**config.mk**
```make
export PLATFORM = sky130hd
export DESIGN_NAME = graph_neighbor_fetch
export DESIGN_NICKNAME = d
export VERILOG_FILES = /design/src/rtl/graph_neighbor_fetch.sv
export SDC_FILE = /design/constraint.sdc
export NUM_CORES = 1
export LEC_CHECK = 0
export CORE_MARGIN = 4
export CORE_UTILIZATION = 35
export CTS_BUF_LIST = sky130_fd_sc_hd__clkbuf_8
export DETAILED_ROUTE_END_ITERATION = 10
export GPL_TIMING_DRIVEN = 0
export PLACE_DENSITY_LB_ADDON = 0.2
export SYNTH_ARGS = -nofsm -noshare
export SYNTH_HDL_FRONTEND = slang
export SYNTH_SLANG_ARGS = --single-unit
```
**constraint.sdc**
```tcl
create_clock -name clk_in -period 5.16 [get_ports clk_in]
set_input_delay 1.032 -clock clk_in [delete_from_list [all_inputs] [get_ports clk_in]]
set_output_delay 1.032 -clock clk_in [all_outputs]
set_load 0.02 [all_outputs]
```
**src/rtl/graph_neighbor_fetch.sv**
```systemverilog
// Walks a zero-terminated adjacency list, optionally filters visited neighbours,
// and streams one packet per surviving neighbour: its address followed by DIM position words.
module graph_neighbor_fetch #(
    parameter int DIM            = 2,
    parameter int DATA_W         = 32,
    parameter int ADDR_W         = 32,
    parameter int OUT_DEPTH      = 8,
    parameter int MAX_DEG        = 64,
    parameter int FILTER_VISITED = 1,
    parameter int CNT_W          = 16
) (
    input  logic              clk_in,
    input  logic              rst_in,

    input  logic [ADDR_W-1:0] v_addr_in,
    input  logic              valid_in,
    output logic              ready_out,

    output logic              adj_req_valid_out,
    output logic [ADDR_W-1:0] adj_req_addr_out,
    input  logic              adj_req_ready_in,
    input  logic              adj_resp_valid_in,
    input  logic [DATA_W-1:0] adj_resp_data_in,

    output logic              pos_req_valid_out,
    output logic [ADDR_W-1:0] pos_req_addr_out,
    input  logic              pos_req_ready_in,
    input  logic              pos_resp_valid_in,
    input  logic [DATA_W-1:0] pos_resp_data_in,

    output logic              vis_req_valid_out,
    output logic [ADDR_W-1:0] vis_req_addr_out,
    input  logic              vis_req_ready_in,
    input  logic              vis_resp_valid_in,
    input  logic              vis_resp_hit_in,
    output logic              vis_set_out,
    output logic [ADDR_W-1:0] vis_set_addr_out,

    output logic [DATA_W-1:0] out_data_out,
    output logic              out_first_out,
    output logic              out_last_out,
    output logic              out_valid_out,
    input  logic              out_ready_in,

    output logic              done_out,
    output logic [CNT_W-1:0]  emitted_count_out,
    output logic [CNT_W-1:0]  skipped_count_out
);

    localparam int KW = (DIM > 1) ? $clog2(DIM) : 1;
    localparam int PW = (OUT_DEPTH > 1) ? $clog2(OUT_DEPTH) : 1;
    localparam int CW = $clog2(OUT_DEPTH + 1);
    localparam int EW = DATA_W + 2;

    typedef enum logic [3:0] {
        S_IDLE,
        S_ADJ_REQ,
        S_ADJ_WAIT,
        S_VIS_REQ,
        S_VIS_WAIT,
        S_SPACE,
        S_POS_REQ,
        S_POS_WAIT,
        S_DONE
    } state_t;

    state_t            state;
    logic [ADDR_W-1:0] ptr;
    logic [ADDR_W-1:0] nbr;
    logic [KW-1:0]     k;
    logic [31:0]       scanned;
    logic              at_limit;

    logic [EW-1:0]     fifo_mem [OUT_DEPTH];
    logic [PW-1:0]     wr_ptr;
    logic [PW-1:0]     rd_ptr;
    logic [CW-1:0]     count;
    logic [CW-1:0]     free_slots;
    logic              space_ok;
    logic              push;
    logic              pop;
    logic [EW-1:0]     push_word;

    function automatic logic [CNT_W-1:0] sat_inc(input logic [CNT_W-1:0] v);
        return (v == '1) ? v : v + CNT_W'(1);
    endfunction

    function automatic logic [PW-1:0] next_ptr(input logic [PW-1:0] p);
        return (p == PW'(OUT_DEPTH - 1)) ? '0 : p + PW'(1);
    endfunction

    assign at_limit   = (MAX_DEG != 0) && (scanned == 32'(MAX_DEG));
    // Free count ignores a same-cycle pop, so a whole packet always fits once started.
    assign free_slots = CW'(OUT_DEPTH) - count;
    assign space_ok   = free_slots >= CW'(DIM + 1);
    assign ready_out  = (state == S_IDLE);

    always_comb begin
        push      = 1'b0;
        push_word = '0;
        if (state == S_SPACE && space_ok) begin
            push      = 1'b1;
            push_word = {DATA_W'(nbr), 1'b1, 1'b0};
        end else if (state == S_POS_WAIT && pos_resp_valid_in) begin
            push      = 1'b1;
            push_word = {pos_resp_data_in, 1'b0, (k == KW'(DIM - 1))};
        end
    end

    assign pop           = (count != '0) && out_ready_in;
    assign out_valid_out = (count != '0);
    assign {out_data_out, out_first_out, out_last_out} = fifo_mem[rd_ptr];

    always_ff @(posedge clk_in) begin
        if (push) begin
            fifo_mem[wr_ptr] <= push_word;
        end
    end

    always_ff @(posedge clk_in) begin
        if (rst_in) begin
            wr_ptr <= '0;
            rd_ptr <= '0;
            count  <= '0;
        end else begin
            if (push) begin
                wr_ptr <= next_ptr(wr_ptr);
            end
            if (pop) begin
                rd_ptr <= next_ptr(rd_ptr);
            end
            case ({push, pop})
                2'b10:   count <= count + CW'(1);
                2'b01:   count <= count - CW'(1);
                default: count <= count;
            endcase
        end
    end

    // Request valids are raised on the first cycle in a *_REQ state and dropped on handshake;
    // responses are only consumed in the matching *_WAIT state, so stray ones are ignored.
    always_ff @(posedge clk_in) begin
        if (rst_in) begin
            state             <= S_IDLE;
            ptr               <= '0;
            nbr               <= '0;
            k                 <= '0;
            scanned           <= '0;
            adj_req_valid_out <= 1'b0;
            adj_req_addr_out  <= '0;
            pos_req_valid_out <= 1'b0;
            pos_req_addr_out  <= '0;
            vis_req_valid_out <= 1'b0;
            vis_req_addr_out  <= '0;
            vis_set_out       <= 1'b0;
            vis_set_addr_out  <= '0;
            done_out          <= 1'b0;
            emitted_count_out <= '0;
            skipped_count_out <= '0;
        end else begin
            vis_set_out <= 1'b0;
            done_out    <= 1'b0;
            case (state)
                S_IDLE: begin
                    if (valid_in) begin
                        ptr               <= v_addr_in + ADDR_W'(DIM + 1);
                        scanned           <= '0;
                        emitted_count_out <= '0;
                        skipped_count_out <= '0;
                        state             <= S_ADJ_REQ;
                    end
                end
                S_ADJ_REQ: begin
                    if (!adj_req_valid_out) begin
                        adj_req_valid_out <= 1'b1;
                        adj_req_addr_out  <= ptr;
                    end else if (adj_req_ready_in) begin
                        adj_req_valid_out <= 1'b0;
                        state             <= S_ADJ_WAIT;
                    end
                end
                S_ADJ_WAIT: begin
                    if (adj_resp_valid_in) begin
                        if (adj_resp_data_in == '0) begin
                            state <= S_DONE;
                        end else begin
                            nbr     <= adj_resp_data_in[ADDR_W-1:0];
                            ptr     <= ptr + ADDR_W'(1);
                            scanned <= scanned + 32'd1;
                            if (FILTER_VISITED != 0) begin
                                state <= S_VIS_REQ;
                            end else begin
                                state <= S_SPACE;
                            end
                        end
                    end
                end
                S_VIS_REQ: begin
                    if (!vis_req_valid_out) begin
                        vis_req_valid_out <= 1'b1;
                        vis_req_addr_out  <= nbr;
                    end else if (vis_req_ready_in) begin
                        vis_req_valid_out <= 1'b0;
                        state             <= S_VIS_WAIT;
                    end
                end
                S_VIS_WAIT: begin
                    if (vis_resp_valid_in) begin
                        if (vis_resp_hit_in) begin
                            skipped_count_out <= sat_inc(skipped_count_out);
                            if (at_limit) begin
                                state <= S_DONE;
                            end else begin
                                state <= S_ADJ_REQ;
                            end
                        end else begin
                            state <= S_SPACE;
                        end
                    end
                end
                S_SPACE: begin
                    if (space_ok) begin
                        vis_set_out      <= 1'b1;
                        vis_set_addr_out <= nbr;
                        k                <= '0;
                        state            <= S_POS_REQ;
                    end
                end
                S_POS_REQ: begin
                    if (!pos_req_valid_out) begin
                        pos_req_valid_out <= 1'b1;
                        pos_req_addr_out  <= nbr + ADDR_W'(1) + ADDR_W'(k);
                    end else if (pos_req_ready_in) begin
                        pos_req_valid_out <= 1'b0;
                        state             <= S_POS_WAIT;
                    end
                end
                S_POS_WAIT: begin
                    if (pos_resp_valid_in) begin
                        if (k != KW'(DIM - 1)) begin
                            k     <= k + KW'(1);
                            state <= S_POS_REQ;
                        end else begin
                            emitted_count_out <= sat_inc(emitted_count_out);
                            if (at_limit) begin
                                state <= S_DONE;
                            end else begin
                                state <= S_ADJ_REQ;
                            end
                        end
                    end
                end
                S_DONE: begin
                    done_out <= 1'b1;
                    state    <= S_IDLE;
                end
                default: begin
                    state <= S_IDLE;
                end
            endcase
        end
    end

endmodule

```
==> flow_summary.json <==
{
  "status": "complete, no violations",
  "ctsHoldBuffers": 0,
  "ys_seq_elements": 551,
  "numPortBuffers": 306,
  "total_power_mw": 10.5,
  "cp_max_fo": 10,
  "syn-num-nets": 2269,
  "grt_pass1_vias": 18600,
  "viasPerCell": 5.33,
  "synth.distinct_cells": 84,
  "htree_levels": 3,
  "cp_data_required_time_ps": 4130,
  "finalSetupViolCount": 0,
  "postCtsSetupBuffers": 0,
  "cpMaxStageDelayCell": "clkbuf_1",
  "area_growth_pct": 26.8,
  "path_clk_slew_ps": 60,
  "critPathCaptureType": "primary output",
  "cpMostUsedCell": "clkbuf_1",
  "path_delay_family": "buffers and inverters",
  "clkSinkCount": 551,
  "antenna_found_initial": 2,
  "wl_per_cell_um": 22.4,
  "top_usage_layer": "met2",
  "grt_use_met1_pct": 28.4,
  "path_cells": "clkbuf_1 -> clkbuf_1 -> clkbuf_1 -> mux4_2 -> mux2_2 -> clkdlybuf4s50_1",
  "drv_cap": 0,
  "ys_top_cells_by_area": "edfxtp_1, dfxtp_1, mux4_2, nand2_1, a21oi_1",
  "antenna_left": 0,
  "vdd_ir_drop_max_mv": 0.160,
  "grt_overflow_total": 0,
  "finalMaxSlewViolations": 0,
  "netlist_instances": 2147,
  "die_w_um": 268,
  "grt_pass1_wl_um": 116000,
  "cts_resized": 0,
  "routed_wirelength_um": 78800,
  "finClkSkew_ps": 37.6,
  "yosys_warnings": 0,
  "worstSkewPairLatency_ps": 680,
  "crit_path_max_incr_delay_ps": 650,
  "cp-endpoint": "out_data_out[30]",
  "min_period_ps": 4820,
  "drc": 0,
  "drt_iter0_drc": 1276,
  "met2_usage_pct": 35.5,
  "layout-drive-gt1-share_pct": 12.5,
  "synth_enable_flop_cells": 272,
  "vias": 18800,
  "die_h_um": 268,
  "hold_viol": 0,
  "layout.nets": 2699,
  "clock_tree.root_cell": "clkbuf_8",
  "tightest_slew_ps": 1090,
  "final_common_cell": "nand2_1",
  "mostFrequentLayoutCells": "nand2_1, clkdlybuf4s50_1, dfxtp_1",
  "dieArea_sq_um": 72000,
  "start_kind": "flop",
  "cts_buffers": 97,
  "coreArea_sq_um": 67200,
  "synthArstFlopShare_pct": 0,
  "rr_startpoint": "state[0]",
  "critPathBufInv": 4,
  "num_rows": 95,
  "grt_max_degree": 26,
  "reg2reg_slack_ps": 920,
  "boundaryPins": 308,
  "fin_crit_sh_pct": 93.5,
  "r2r_cells": 8,
  "timing.setup.tns_ps": 0,
  "grt_use_total_pct": 21.3,
  "power.density_nw_per_um2": 349,
  "synthFlopType": "dfxtp_1",
  "synth.top_cell.area_share_pct": 34.4,
  "rsz0062_at_grt": "false",
  "cts_max_path_buffers": 3,
  "r2r_end": "fifo_mem[1][26]",
  "cp_data_arrival_time_ps": 3790,
  "relSlewSlack_pct": 27.3,
  "drt-pass1-iter-count": 5,
  "leakagePower_nw": 10.5,
  "syn_avg_cell_area_sq_um": 11.1,
  "fmax_mhz": 207,
  "synth_seq_area_share_pct": 58.0,
  "hold_class": "flop to flop",
  "dp_hpwl_um": 58200,
  "cts_tree": "built",
  "grt_use_met3_pct": 4.28,
  "cp.depth": 6,
  "netlist_area_sq_um": 23700,
  "yosysTopAreaCell": "edfxtp_1",
  "initial_core_util_pct": 35.3,
  "path_class": "flop to primary output",
  "gp_congestion": 0.897
}
==> synth_stat cells, drive strengths merged (4+ instances only) <==
cell type,count
a211oi,37
a21oi,211
nor2,120
and4,22
clkbuf,92
and2,8
a2111oi,6
or3,33
nand3,58
a31oi,9
o2111ai,5
a21o,5
dfxtp,279
nor3,43
and3,25
or4,8
edfxtp,272
mux2,35
o21ai,70
xnor2,39
buf,40
o21a,8
nand2,407
nand2b,6
nor4,26
nand4,52
o22ai,4
o31ai,5
mux4,68
xor2,47
ha,15
mux2i,10
inv,22
a311oi,5
nor4b,6
==> worst min-delay path: stages (launching register included) <==
cell and delay, ps:
dfxtp_1 300, nand2_1 50, a21oi_1 50
==> cell type report <==
class	instances	area [sq um]
antenna	2	5.00
buffer	132	553
clock buffer	113	1560
clock inverter	59	290
fill	6302	37100
inverter	23	86.3
multi-input combinational	1441	9380
sequential	551	13800
tap	873	1090
timing repair buffer	331	3360
==> sequential cells by signal, indices dropped and copies added (netlist names), 3 cells and up, named ones only <==
signal and count:
ptr 32, vis_set_addr_out 32, adj_req_addr_out 32, count 4
skipped_count_out 16, pos_req_addr_out 32, wr_ptr 3, rd_ptr 3
scanned 32, emitted_count_out 16, fifo_mem 272, nbr 32
vis_req_addr_out 32, state 4
==> layer usage <==
| metal | vias up | wire, um |
|---|---|---|
| met2 | 685 | 37700 |
| met1 | 9174 | 33200 |
| li1 | 8795 | - |
| met3 | 121 | 6100 |
| met4 | 0 | 1900 |
| met5 | - | 0 |
==> cells by family after synthesis <==
logic type      after synthesis  synth area share, %
xor+xnor                     86                 3.17
flops                       551                 58.0
compound gates              394                 10.1
buf+inv                     155                 2.69
fa+ha+maj                    15                0.791
simple gates                833                 16.7
mux                         113                 8.54
==> worst min-delay path by stage <==
stage                                    start                   end  slack, ps  depth (start not counted)
after floorplan                        ptr[31]  adj_req_addr_out[31]        440                          2
final                     vis_req_addr_out[15]  vis_req_addr_out[15]        450                          2
after global routing       vis_set_addr_out[7]   vis_set_addr_out[7]        480                          2
after CTS                 vis_req_addr_out[15]  vis_req_addr_out[15]        460                          2
after global placement    vis_set_addr_out[28]  vis_set_addr_out[28]        440                          2
after detailed placement  vis_req_addr_out[15]  vis_req_addr_out[15]        450                          2
==> stage by stage <==
step                utilization, %  setup slack [ps]  cells  hold slack (ps)  instance area [sq um]
CTS                           44.8               251   3523              456                  30100
global route                  44.8               171   3525              475                  30100
floorplan                        -              95.0   2147              442                  23700
detailed placement            42.0               532   3351              448                  28200
finish                        44.8               337   3525              451                  30100
global placement              41.5             -4010   3326              445                  27900
==> power by group <==
part	switching (mW)	leakage (nW)	total, mW	internal [mW]
Sequential	0.223	5.34	4.95	4.72
Combinational	1.14	4.06	1.71	0.565
Clock	1.81	1.06	3.85	2.03
Total	3.18	10.5	10.5	7.32
No activity file was read; power rests on OpenSTA's default activity.
